$ cat src/rtl/vga_fb_arbiter.sv
// rtl/vga_fb_arbiter.sv - shares one 1-cycle tile RAM between VGA scan-out and a write/read client pair
// Display fetches sit on fixed pixel phases; clients fill the remaining cycles round-robin.
module vga_fb_arbiter #(
   parameter int DATA_W    = 8,
   parameter int ADDR_W    = 13,
   parameter int COLS      = 80,
   parameter int ROWS      = 60,
   parameter int H_PRELOAD = 792,
   parameter int V_TOTAL   = 525
) (
   input  logic              clk_25mhz,
   input  logic              rst,
   input  logic [9:0]        pixel_x,
   input  logic [9:0]        pixel_y,
   output logic [DATA_W-1:0] cell_data,
   input  logic              wr_req,
   input  logic [ADDR_W-1:0] wr_addr,
   input  logic [DATA_W-1:0] wr_data,
   output logic              wr_ack,
   input  logic              rd_req,
   input  logic [ADDR_W-1:0] rd_addr,
   output logic [DATA_W-1:0] rd_data,
   output logic              rd_valid,
   output logic              mem_en,
   output logic              mem_we,
   output logic [ADDR_W-1:0] mem_addr,
   output logic [DATA_W-1:0] mem_wdata,
   input  logic [DATA_W-1:0] mem_rdata
);
   localparam logic [ADDR_W-1:0] COLS_A = ADDR_W'(COLS);
   localparam logic [ADDR_W-1:0] CELLS  = ADDR_W'(COLS * ROWS);
   localparam logic [ADDR_W-1:0] ONE_A  = ADDR_W'(1);
   localparam logic [9:0]        V_ACT  = 10'(ROWS * 8);
   localparam logic [9:0]        V_LAST = 10'(V_TOTAL - 1);
   localparam logic [9:0]        H_PRE  = 10'(H_PRELOAD);

   typedef enum logic [1:0] {ST_IDLE, ST_DISP, ST_WR, ST_RD} state_t;
   state_t state, state_nx;

   logic              last_rd;
   logic              rd_hit;
   logic              rd_live;
   logic              disp_q;
   logic [DATA_W-1:0] prefetch;
   logic [9:0]        ny;
   logic [ADDR_W-1:0] col;
   logic [ADDR_W-1:0] disp_addr;
   logic              act_due;
   logic              pre_due;
   logic              wr_elig;
   logic              rd_elig;

   // Row base address: constant COLS folded into a sum of shifted copies of the row.
   function automatic logic [ADDR_W-1:0] mul_cols(input logic [ADDR_W-1:0] row);
      logic [ADDR_W-1:0] acc;
      acc = '0;
      for (int i = 0; i < ADDR_W; i++)
         if (COLS_A[i]) acc = acc + (row << i);
      return acc;
   endfunction

   always_comb begin
      col       = ADDR_W'(pixel_x[9:3]);
      ny        = (pixel_y == V_LAST) ? 10'd0 : pixel_y + 10'd1;
      act_due   = (pixel_y < V_ACT) && (pixel_x[2:0] == 3'd0) && ((col + ONE_A) < COLS_A);
      pre_due   = (pixel_x == H_PRE) && (ny < V_ACT);
      disp_addr = act_due ? mul_cols(ADDR_W'(pixel_y[9:3])) + col + ONE_A
                          : mul_cols(ADDR_W'(ny[9:3]));
   end

   always_ff @(posedge clk_25mhz or negedge rst) begin
      if (!rst) state <= ST_IDLE;
      else      state <= state_nx;
   end

   // A read stays outstanding through its rd_valid cycle so a still-high req is not served twice.
   always_comb begin
      wr_elig = wr_req && !wr_ack;
      rd_elig = rd_req && (state != ST_RD) && !rd_valid;
      if (act_due || pre_due)                 state_nx = ST_DISP;
      else if (wr_elig && (last_rd || !rd_elig)) state_nx = ST_WR;
      else if (rd_elig)                       state_nx = ST_RD;
      else                                    state_nx = ST_IDLE;
   end

   always_comb begin
      wr_ack  = (state == ST_WR);
      rd_data = rd_live ? mem_rdata : '0;
   end

   always_ff @(posedge clk_25mhz or negedge rst) begin
      if (!rst) begin
         mem_en    <= 1'b0;
         mem_we    <= 1'b0;
         mem_addr  <= '0;
         mem_wdata <= '0;
         last_rd   <= 1'b1;
         rd_hit    <= 1'b0;
         rd_live   <= 1'b0;
         rd_valid  <= 1'b0;
         disp_q    <= 1'b0;
         prefetch  <= '0;
         cell_data <= '0;
      end else begin
         mem_en <= 1'b0;
         mem_we <= 1'b0;
         rd_hit <= 1'b0;
         case (state_nx)
            ST_DISP: begin
               mem_en   <= 1'b1;
               mem_addr <= disp_addr;
            end
            ST_WR: begin
               mem_en    <= (wr_addr < CELLS);
               mem_we    <= (wr_addr < CELLS);
               mem_addr  <= wr_addr;
               mem_wdata <= wr_data;
               last_rd   <= 1'b0;
            end
            ST_RD: begin
               mem_en   <= (rd_addr < CELLS);
               mem_addr <= rd_addr;
               rd_hit   <= (rd_addr < CELLS);
               last_rd  <= 1'b1;
            end
            default: ;
         endcase
         rd_valid <= (state == ST_RD);
         rd_live  <= rd_hit;
         disp_q   <= (state == ST_DISP);
         if (disp_q) prefetch <= mem_rdata;
         if (pixel_x[2:0] == 3'd7) cell_data <= prefetch;
      end
   end
endmodule

$ cat config.mk
export PLATFORM = sky130hd
export DESIGN_NAME = vga_fb_arbiter
export DESIGN_NICKNAME = d
export VERILOG_FILES = /design/src/rtl/vga_fb_arbiter.sv
export SDC_FILE = /design/constraint.sdc
export NUM_CORES = 1
export LEC_CHECK = 0
export CORE_UTILIZATION = 40
export CTS_BUF_LIST = sky130_fd_sc_hd__clkbuf_16
export DETAILED_ROUTE_END_ITERATION = 8
export DONT_BUFFER_PORTS = 1
export HOLD_SLACK_MARGIN = 0.03
export SLEW_MARGIN = 20
export SYNTH_ARGS = -nofsm -noshare
export SYNTH_HDL_FRONTEND = slang
export SYNTH_SLANG_ARGS = --single-unit
$ cat constraint.sdc
create_clock -name clk_25mhz -period 1.95 [get_ports clk_25mhz]
set_input_delay 0 -clock clk_25mhz [delete_from_list [all_inputs] [get_ports clk_25mhz]]
set_output_delay 0 -clock clk_25mhz [all_outputs]
set_load 0.1 [all_outputs]
Word-level counts from Yosys, hierarchy flattened
Cells that the tools add are included.
- add/sub/neg operators: 6
- multipliers: 0
- divide/modulo/power cells: 0
- $lt $le $gt $ge: 5
- equal/unequal tests: 10
- shifts and indexed selects: 0
- muxes and demuxes: 11
- bitwise operators: 0
- reductions and logical operators: 15
- operators by type and width (operator ; number):
    case mux 13 bit (3 select lines) ; 1
    adder 11 x 13 -> 13 bit ; 2
    < comparator 13 bit (second input constant) ; 2
    == test 10 bit (second input constant) ; 2
    < comparator 10 x 9 -> 1 bit (second input constant) ; 2
    adder 13 x 1 -> 13 bit (second input constant) ; 1
    adder 13 x 7 -> 13 bit ; 1
    2-to-1 mux 13 bit ; 1
    adder 10 x 1 -> 10 bit (second input constant) ; 1
    2-to-1 mux 10 bit ; 1
    adder 7 x 1 -> 8 bit (second input constant) ; 1
    == test 2 bit (second input constant) ; 4
    < comparator 8 x 7 -> 1 bit (second input constant) ; 1
    2-to-1 mux 8 bit ; 1
    logical AND 1 bit ; 7
    2-to-1 mux 2 bit ; 3
    == test 2 x 1 -> 1 bit (second input constant) ; 2
    == test 3 bit (second input constant) ; 1
    zero test 1 bit ; 3
    zero test 3 bit ; 1
    case mux 1 bit (3 select lines) ; 1
    nonzero test 3 bit ; 1
    logical OR 1 bit ; 2
    2-to-1 mux 1 bit ; 2
    3 further kinds ; 3
- register bits after elaboration: 46
- bits in latches: 0
- bits in writable memories: 0
- memory bits (read-only): 0
- input bits: 66
- output and inout port bits: 41
- word-level logic and storage cells: 59
- memories kept: 0

Depth between registers and ports, before layout
Gate-level depths: netlist of the first run.
- depth in word-level cells: 10
- depth in mapped cells: 13

Worst setup path after synthesis of the first run
OpenSTA, ideal clock, no wires.
- path type: register to register
- from: reg rd_valid
- to: reg mem_addr[12]
- data arrival time: 2234 ps
- setup slack: -354 ps
- cell stages (with the launch flop): 7
- buffers on the path: 1
- clock period less this slack: 2304 ps
- cell sequence: dfrtp_1 > nand2b_1 > a211oi_1 > clkbuf_1 > a22oi_1 > or3_2 > nand4_1
- cells in the longest elaborated chain, start to end: 9
- RTL lines (what ; RTL line ; text):
    from (decl) ; 23 ; output logic rd_valid,
    from (signal assigned) ; 128 ; rd_valid <= (state == ST_RD);
    zero test 1 bit * ; 79 ; rd_elig = rd_req && (state != ST_RD) && !rd_valid;
    logical AND 1 bit * ; 79 ;
    zero test 1 bit ; 81 ; else if (wr_elig && (last_rd || !rd_elig)) state_nx = ST_WR;
    logical OR 1 bit ; 81 ;
    logical AND 1 bit ; 81 ;
    2-to-1 mux 2 bit * ; 81 ;
    2-to-1 mux 2 bit * ; 80 ; if (act_due || pre_due) state_nx = ST_DISP;
    == test 2 bit or == test 2 x 1 -> 1 bit (tied branches) ; 108 ; case (state_nx)
    case mux 13 bit (3 select lines) or nonzero test 3 bit (tied branches) ; -- ;
    to (signal assigned) ; 111 ; mem_addr <= disp_addr;
    to (signal assigned) ; 116 ; mem_addr <= wr_addr;
    to (signal assigned) ; 122 ; mem_addr <= rd_addr;
    to (decl) ; 26 ; output logic [ADDR_W-1:0] mem_addr,
Mark *: on every way between the ends. The rest lies on a longest branch, timed or not.
A chain may end at the register's enable or synchronous reset.

Final worst setup path of the first run
- from: reg rd_valid
- to: reg mem_addr[11]
Same word-level chain as after synthesis.

==> flow_metrics.env, run 1 <==
export IMPL_drv_cap=0
export IMPL_final_common_cell="buf_4"
export IMPL_postCtsSetupBuffers=0
export IMPL_die_h_um=89.58
export IMPL_drive_above_1_share_pct=30.94
export IMPL_numPortBuffers=0
export IMPL_grt_max_degree=47
export IMPL_start_util_pct=41.85
export IMPL_synthesis_nets=385
export IMPL_setup_viol=0
export IMPL_diodes=0
export IMPL_yosysTopAreaCell="dfrtp_1"
export IMPL_yosysSeqAreaShare_pct=37.56
export IMPL_root_buffer="clkbuf_16"
export IMPL_place_inst=455
export IMPL_synthArstFlopShare_pct=100.0
export IMPL_critPathKind="flop to flop"
export IMPL_finalNonFillerCells=503
export IMPL_p_leak_uw=0.001903
export IMPL_pin_count=107
export IMPL_vias=2747
export IMPL_place_gp_congestion=0.8279
export IMPL_status="finished clean"
export IMPL_syn_instance_count=297
export IMPL_power_density_mw_per_mm2=1584
export IMPL_crit_path_top_delay_cell="dfrtp_4"
export IMPL_synth_enable_flop_cells=0
export IMPL_grt_use_total_pct=20.60
export IMPL_skew_ns=0.006008
export IMPL_drc=0
export IMPL_holdCritPathClass="primary input to flop"
export IMPL_antenna_found_initial=0
export IMPL_critical_path_required_ns=2.11
export IMPL_synthTopCellsByArea="dfrtp_1 37%, mux2_2 9.2%, ha_1 8.2%, xnor2_1 2.9%, nand2_1 2.3%"
export IMPL_yosysUniqueCellTypes=67
export IMPL_clock_power_share_pct=13.5
export IMPL_avgSynthCellArea_um2=10.33
export IMPL_fillers=625
export IMPL_wl_per_cell_um=16.56
export IMPL_report_final_slew_viol_count=0
export IMPL_cts_tree="yes"
export IMPL_cp_end_kind="flop"
export IMPL_dpl_cell_area_mm2=0.003677
export IMPL_dr_pass1_iters=4
export IMPL_dieWidth_um=89.58
export IMPL_cell_internal_pwr_uw=3093
export IMPL_critical_path_cell_chain="nand2b_4 > o211ai_1 > o21ai_1 > a222oi_1 > mux2_4 > mux2i_1"
export IMPL_pwr_share_seq_pct=24.1
export IMPL_fin_crit_sh_pct=95.31
export IMPL_worstMarginPinSlew_ns=0.4767
export IMPL_cts_num_sinks=46
export IMPL_synth_top_area_share_pct=36.70
export IMPL_netSwitchingFraction_pct=54.58
export IMPL_syn_to_final_growth_pct=40.09
export IMPL_dieArea_mm2=0.008024
export IMPL_synth_seq_cells=46
export IMPL_hold_viol=0
export IMPL_rsz0062_at_grt="true"
export IMPL_vias_per_cell=5.461
export IMPL_final_nets=491
export IMPL_vdd_drop_max_uv=636.4
export IMPL_holdPathStages=3
export IMPL_overflow=0
export IMPL_power_frac_comb_pct=62.4
export IMPL_slew_headroom_pct=68.16
export IMPL_core_mm2=0.007331
export IMPL_min_period_ns=1.859
export IMPL_cts_path_max_buffers=2
export IMPL_fmax_mhz=538.1
export IMPL_syn_area_mm2=0.003068
export IMPL_ant_nets=0
export IMPL_wl_um=8330
export IMPL_design_area_mm2=0.004298
export IMPL_cts_clk_slew_worst_paths_ns=0.06
export IMPL_htree_levels=2
export IMPL_clk_latency_ns=0.28
export IMPL_cts_buffers=5
export IMPL_num_rows=31
export IMPL_critical_path_max_stage_delay_ns=0.47
export IMPL_critical_path_arrival_ns=2.02
export IMPL_p_switching_uw=3717
export IMPL_r2r_cells=6
export IMPL_worstPathMaxFanout=5
export IMPL_dr_first_iter_drc_count=190
export IMPL_layout_common_cells="68 x buf_4, 44 x dfrtp_1, 39 x dlygate4sd3_1, 24 x mux2_2"
export IMPL_yosys_warnings=0
export IMPL_synth_ff_type="dfrtp_1"
export IMPL_grt_pass1_wl_um=12590
export IMPL_hpwl_um=6242
export IMPL_grt_pass1_vias=2611
export IMPL_startpoint_type="flop"
sequential cells by signal, indices dropped and copies added, names as in the netlist:
| name | cells |
|---|---|
| cell_data | 8 |
| disp_q | 1 |
| last_rd | 1 |
| mem_addr | 13 |
| mem_en | 1 |
| mem_wdata | 8 |
| mem_we | 1 |
| prefetch | 8 |
| rd_hit | 1 |
| rd_live | 1 |
| rd_valid | 1 |
| state | 2 |
worst paths after layout:
kind                              from      endpoint  slack, ns
max reg2reg                   rd_valid  mem_addr[11]       0.09
max in group asynchronous          rst       last_rd       1.44
min in group asynchronous          rst  cell_data[2]       0.24
min                        wr_addr[10]        mem_en       0.07
max                           rd_valid  mem_addr[11]       0.09
min reg2reg                     rd_hit       rd_live       0.35
stage by stage:
stage          worst slack [ns]  hold WS (ns)  utilization [%]  power [µW]  TNS [ns]
2_1_floorplan          -0.02196       -0.2956                -        4883  -0.02196
5_1_grt                -0.03625       0.06030            58.63        7105  -0.03824
3_5_place_dp            -0.1737       -0.2945            50.16        5780   -0.5522
6_report                0.09148       0.06762            58.63        6810         0
3_3_place_gp            -0.1148       -0.2946            50.16        5726   -0.2859
4_1_cts                 0.01072       0.04421            58.08        6813         0
cell usage after synthesis, drive strengths merged, types with 6 or more instances:
| master | instances |
|---|---|
| nor2b | 6 |
| a21oi | 13 |
| nor3 | 8 |
| a31oi | 6 |
| xnor2 | 10 |
| dfrtp | 45 |
| a211oi | 6 |
| o21ai | 10 |
| ha | 20 |
| inv | 11 |
| mux2 | 25 |
| nand3 | 11 |
| nand2 | 20 |
| and2 | 12 |
repair_timing:
| action | 4_1_cts | 5_1_grt |
|---|---|---|
| setup endpoints to repair | 0 | 8 |
| resized for setup | 0 | 10 |
| hold buffers | 40 | 0 |
| hold endpoints to repair | 74 | 0 |
final cells by class:
cell class | instances | area, µm² | area share [%]
multi-input cells | 230 | 1866 | 43.41
flip-flops and latches | 46 | 1156 | 26.90
clock inverters | 3 | 37.54 | 0.8734
clock buffers | 5 | 125.1 | 2.911
repair buffers | 109 | 948.4 | 22.07
well taps | 99 | 123.9 | 2.882
inverters | 11 | 41.29 | 0.9607
layer usage:
| metal | global-route usage, % | share of wire (%) | up-vias |
|---|---|---|---|
| met5 | 0 | 0 | - |
| met4 | 4.762 | 1.1 | 0 |
| met3 | 3.291 | 5.4 | 9 |
| met2 | 35.12 | 48 | 104 |
| met1 | 27.44 | 46 | 1293 |
| li1 | - | - | 1341 |
power by group through the flow:
stage                     combinational (µW)  clock, µW  sequential, µW
after CTS                               4230        943            1640
after global routing                    4420        985            1700
final                                   4250        918            1640
after global placement                  4100          0            1620
after detailed placement                4130          0            1650
after floorplan                         1060          0            3830
critical path, delay by kind of cell, from the launching register on:
family             cells  cell delay (ns)
AOI/OAI and AO/OA      3             0.79
muxes                  2             0.29
and+or+nand+nor        1             0.17
DFF                    1             0.47
kinds of logic after synthesis:
family | share of synthesized area [%]
buffers and inverters | 3.711
DFF | 37.56
AOI/OAI and AO/OA | 18.23
adders and majority gates | 9.462
xor gates and xnor gates | 4.282
and+or+nand+nor | 16.60
muxes | 10.16
Note: power is estimated with default switching activity, not from simulation.
==> run 2, diff against run 1 <==
--- a/config.mk
+++ b/config.mk
@@ -5,11 +5,12 @@
 export SDC_FILE = /design/constraint.sdc
 export NUM_CORES = 1
 export LEC_CHECK = 0
-export CORE_UTILIZATION = 40
+export CORE_UTILIZATION = 59
 export CTS_BUF_LIST = sky130_fd_sc_hd__clkbuf_16
 export DETAILED_ROUTE_END_ITERATION = 8
 export DONT_BUFFER_PORTS = 1
 export HOLD_SLACK_MARGIN = 0.03
+export PLACE_DENSITY = 0.81
 export SLEW_MARGIN = 20
 export SYNTH_ARGS = -nofsm -noshare
 export SYNTH_HDL_FRONTEND = slang
==> run 2 against run 1 <==
The run now ends with setup timing left. First-iteration DRC count up 130%. Flip-flop and latch count unchanged. Routed wire length up 42%. Worst setup slack worse by 0.30 ns. Non-clock buffer count down 6. Core utilization up 28 points. Critical path depth up 1. Critical path type unchanged. Highest routed layer unchanged.
==> flow_metrics.env, run 2 (synthesis gave the netlist of run 1 again) <==
export IMPL_violations="setup timing"
export IMPL_startpoint_type="flop"
export IMPL_vias=3260
export IMPL_core_mm2=0.004848
export IMPL_critical_path_arrival_ns=2.37
export IMPL_overflow=0
export IMPL_rsz0062_at_grt="true"
export IMPL_holdCritPathClass="primary input to flop"
export IMPL_dr_pass1_iters=6
export IMPL_fin_crit_sh_pct=110.9
export IMPL_grt_pass1_vias=3208
export IMPL_ant_nets=0
export IMPL_power_density_mw_per_mm2=1689
export IMPL_start_util_pct=63.28
export IMPL_numPortBuffers=0
export IMPL_skew_ns=0.005842
export IMPL_diodes=0
export IMPL_dr_first_iter_drc_count=432
export IMPL_dieWidth_um=74.11
export IMPL_cts_tree="yes"
export IMPL_final_common_cell="buf_4"
export IMPL_min_period_ns=2.162
export IMPL_grt_pass1_wl_um=17700
export IMPL_hold_viol=0
export IMPL_setup_viol=13
export IMPL_regMostFlops="mem_addr"
export IMPL_layout_common_cells="64 x buf_4, 44 x dfrtp_1, 38 x dlygate4sd3_1, 24 x mux2_2"
export IMPL_critical_path_required_ns=2.16
export IMPL_slew_headroom_pct=42.21
export IMPL_pin_count=107
export IMPL_finalNonFillerCells=465
export IMPL_critPathKind="flop to flop"
export IMPL_wl_per_cell_um=25.40
export IMPL_final_nets=485
export IMPL_drc=0
export IMPL_worstMarginPinSlew_ns=0.8674
export IMPL_fmax_mhz=462.5
export IMPL_drv_cap=0
export IMPL_dpl_cell_area_mm2=0.003580
export IMPL_p_leak_uw=0.001874
export IMPL_htree_levels=2
export IMPL_vias_per_cell=7.011
export IMPL_report_final_slew_viol_count=0
export IMPL_root_buffer="clkbuf_16"
export IMPL_syn_to_final_growth_pct=36.34
export IMPL_place_gp_congestion=0.9198
export IMPL_drive_above_1_share_pct=31.16
export IMPL_largest_reg_flops=13
export IMPL_cp_end_kind="flop"
export IMPL_status="complete, but fails checks"
export IMPL_grt_use_total_pct=45.12
export IMPL_wl_um=11810
export IMPL_cts_clk_slew_worst_paths_ns=0.06
export IMPL_design_area_mm2=0.004183
export IMPL_cts_buffers=5
export IMPL_dieArea_mm2=0.005492
export IMPL_hold_worst_slack_ns=0.04582
export IMPL_num_rows=25
export IMPL_fillers=216
export IMPL_die_h_um=74.11
export IMPL_antenna_found_initial=0
export IMPL_grt_max_degree=47
export IMPL_worst_slack_ns=-0.2121
export IMPL_cts_num_sinks=46
export IMPL_clk_latency_ns=0.29
export IMPL_worstPathMaxFanout=5
export IMPL_hpwl_um=6228
export IMPL_cts_path_max_buffers=2
export IMPL_final_util_pct=86.27
export IMPL_tns_ns=-1.496
export IMPL_vdd_drop_max_uv=1431
export IMPL_place_inst=417
[run 2: changes by cell type in the layout (fill, tap and decap cells not counted), moves of 2 or more]
cell      before  now
inv_1         12   10
buf_4         68   64
nor2b_1        6    4
o21ai_1        3    1
clkinv_1       1    3
[run 2: report_power, final]
part | switching, µW | total (µW) | internal [µW]
sequential | 406 | 1800 | 1390
clock | 382 | 845 | 463
combinational | 3320 | 4420 | 1100
total | 4110 | 7060 | 2960
[run 2: layer usage]
| metal | share of wire, % | GRT usage [%] |
|---|---|---|
| met5 | 0 | 0 |
| met1 | 35 | 51.14 |
| met4 | 7.3 | 27.56 |
| met2 | 46 | 70.91 |
| met3 | 11 | 18.97 |
[run 2: area by class of cell]
type,instances,area [µm²],share of cell area [%]
clock buffers,5,125.1,2.991
clock inverters,3,11.26,0.2692
repair buffers,103,880.8,21.06
well taps,67,83.83,2.004
multi-input cells,230,1884,45.05
inverters,11,41.29,0.9871
flip-flops and latches,46,1156,27.64
[run 2: through the flow]
stage / worst slack [ns] / total power, µW
after floorplan: -0.02196 / 4883
after global placement: -0.06418 / 5660
after detailed placement: -0.1605 / 5759
after CTS: 0.04620 / 6688
after global routing: -0.2441 / 7211
final: -0.2121 / 7065
[run 2: what timing repair did]
item / in CTS / in global routing
hold buffers: 39 / 0
endpoints found under the hold margin: 74 / 0
endpoints found under the setup margin: 0 / 12
resized for setup: 0 / 15
buffers inserted: 0 / 1
[run 2: path summary, 6_finish.rpt]
path / startpoint / endpoint / slack (ns) / depth (start not counted)
min in group asynchronous: rst / cell_data[1] / 0.18 / 2
setup reg to reg: rd_valid / mem_addr[7] / -0.21 / 7
setup / recovery: rd_valid / mem_addr[7] / -0.21 / 7
max in group asynchronous: rst / last_rd / 1.49 / 2
hold reg to reg: rd_hit / rd_live / 0.39 / 0
hold / removal: pixel_y[8] / mem_addr[12] / 0.05 / 3
[run 2: critical path: stages, from the launching register on]
cell and delay (ns):
dfrtp_4 0.49, nand2b_2 0.25, o311ai_0 0.59, buf_4 0.24
o22ai_1 0.10, a21oi_1 0.14, mux2i_1 0.11, o21ai_0 0.17
==> run 3, diff against run 2 <==
==> constraint.sdc (replaced) <==
create_clock -name clk_25mhz -period 2 [get_ports clk_25mhz]
set_input_delay 0 -clock clk_25mhz [delete_from_list [all_inputs] [get_ports clk_25mhz]]
set_output_delay 0 -clock clk_25mhz [all_outputs]
set_load 0.1 [all_outputs]
==> run 3 against run 2 <==
The run still ends with setup timing left. Via count is 0.12% lower. Clock power decreased by 2.4%. Flip-flop and latch count is the same. Final area increased by 1.7%. Non-clock buffer count increased by 3. Clock-buffer cell count unchanged. Worst setup slack gained 0.18 ns. Final cell count increased by 0.65%. Routed wire length shrank 0.95%. Total power down 3.0%. Core utilization increased by 1.4 points. Register-to-register slack gained 0.18 ns. Critical path type is now primary input to flop. Largest power group unchanged.
==> flow_metrics.env, run 3 (synthesis gave the netlist of run 1 again) <==
export IMPL_dieArea_mm2=0.005492
export IMPL_dr_first_iter_drc_count=435
export IMPL_holdCritPathClass="primary input to flop"
export IMPL_root_buffer="clkbuf_16"
export IMPL_cts_path_max_buffers=2
export IMPL_fin_crit_sh_pct=101.7
export IMPL_drv_cap=0
export IMPL_tns_ns=-0.05446
export IMPL_pin_count=107
export IMPL_vias_per_cell=6.957
export IMPL_htree_levels=2
export IMPL_overflow=0
export IMPL_layout_common_cells="67 x buf_4, 44 x dfrtp_1, 38 x dlygate4sd3_1, 25 x mux2_2"
export IMPL_wl_um=11700
export IMPL_regArea_mm2=0.001154
export IMPL_fmax_mhz=491.9
export IMPL_critical_path_arrival_ns=2.24
export IMPL_wl_per_cell_um=25.00
export IMPL_vias=3256
export IMPL_worstPathMaxFanout=3
export IMPL_worst_slack_ns=-0.03307
export IMPL_final_common_cell="buf_4"
export IMPL_drc=0
export IMPL_pre_cts_ws_ns=-0.1913
export IMPL_dieWidth_um=74.11
export IMPL_cts_buffers=5
export IMPL_crit_family="simple AND/OR/NAND/NOR gates"
export IMPL_critical_path_cell_chain="or4_4 > nor3_4 > a211oi_2 > ha_2 > inv_2 > fa_2 > nor2b_2 > o21a_1 > o21ai_2 > nor2b_4 > mux2i_2 > o21ai_2"
export IMPL_p_leak_uw=0.001907
export IMPL_multi_input_area_mm2=0.001924
export IMPL_regMostFlops="mem_addr"
export IMPL_grt_pass1_vias=3245
export IMPL_crit_path_top_delay_cell="or4_4"
export IMPL_final_nets=488
export IMPL_syn_to_final_growth_pct=38.62
export IMPL_critical_path_max_stage_delay_ns=0.53
export IMPL_dr_pass1_iters=9
export IMPL_clk_latency_ns=0.30
export IMPL_worstMarginPinSlew_ns=0.8717
export IMPL_antenna_found_initial=0
export IMPL_cts_clk_slew_worst_paths_ns=0.07
export IMPL_vdd_drop_max_uv=948.9
export IMPL_power_density_mw_per_mm2=1611
export IMPL_min_period_ns=2.033
export IMPL_grt_pass1_wl_um=16610
export IMPL_startpoint_type="primary input"
export IMPL_grt_use_total_pct=41.48
export IMPL_fillers=219
export IMPL_start_util_pct=63.28
export IMPL_rsz0062_at_grt="true"
export IMPL_hold_viol=0
export IMPL_report_final_slew_viol_count=0
export IMPL_num_rows=25
export IMPL_critical_path_required_ns=2.21
export IMPL_ant_nets=0
export IMPL_cts_tree="yes"
export IMPL_status="complete, but fails checks"
export IMPL_numPortBuffers=0
export IMPL_place_gp_congestion=0.9256
export IMPL_hpwl_um=6174
export IMPL_critPathKind="primary input to flop"
export IMPL_cp_end_kind="flop"
export IMPL_setup_viol=2
export IMPL_slew_headroom_pct=41.93
export IMPL_die_h_um=74.11
export IMPL_drive_above_1_share_pct=33.92
export IMPL_crit_top_cell="o21ai_2"
export IMPL_core_mm2=0.004848
export IMPL_diodes=0
export IMPL_skew_ns=0.008357
export IMPL_largest_reg_flops=13
export IMPL_cts_num_sinks=46
export IMPL_path_buf_inv=1
export IMPL_grt_max_degree=47
export IMPL_violations="setup timing"
## run 3: through the flow
stage / std cells / util (%) / power [µW] / hold WS [ns] / area (µm²)
after global routing: 468 / 87.72 / 7009 / 0.06999 / 4253
after global placement: 417 / 73.57 / 5493 / -0.2945 / 3567
final: 468 / 87.72 / 6850 / 0.04097 / 4253
after CTS: 464 / 84.85 / 6453 / 0.04887 / 4114
after floorplan: 297 / - / 4754 / -0.2956 / 3078
after detailed placement: 417 / 73.57 / 5580 / -0.2946 / 3567
## run 3: per-layer routing
metal | global-route usage (%) | vias up | share of wire (%)
li1 | - | 1329 | -
met2 | 67.88 | 327 | 47
met5 | 0 | - | 0
met3 | 12.33 | 111 | 13
met4 | 25.85 | 0 | 7.7
met1 | 47.73 | 1489 | 33
## run 3: layout make-up
class / instances / share of cell area (%)
clock buffer: 5 / 2.942
inverter: 11 / 0.9709
tap: 67 / 1.971
multi-input combinational: 230 / 45.25
timing repair buffer: 106 / 21.42
clock inverter: 3 / 0.3236
sequential: 46 / 27.13
## run 3: power breakdown
group          leakage [µW]  switching, µW  internal (µW)
clock             0.0000748            369            455
combinational       0.00128           3190           1070
sequential         0.000549            414           1350
total               0.00191           3970           2880
## run 3: repair_timing
action                                 in CTS  in global routing
endpoints found under the hold margin      74                  0
setup endpoints to repair                   0                 13
gates resized for setup                     0                 27
buffers inserted                            0                  4
hold buffers                               39                  0
## run 3: worst reg2reg max path: stages, from the launching register on
cell      delay [ns]
dfrtp_2         0.43
nand2b_2        0.24
o311ai_1        0.54
o22ai_1         0.22
a21oi_2         0.23
mux2i_2         0.12
o21ai_2         0.17
## run 3: worst paths after layout
kind                       startpoint           end  slack, ns  depth (start not counted)
setup / recovery           pixel_y[0]  mem_addr[10]      -0.03                         12
hold / removal             rd_addr[3]   mem_addr[3]       0.04                          2
setup reg to reg             rd_valid  mem_addr[10]      -0.03                          6
hold reg to reg                rd_hit       rd_live       0.37                          0
max in group asynchronous         rst       last_rd       1.48                          2
min in group asynchronous         rst        rd_hit       0.26                          2
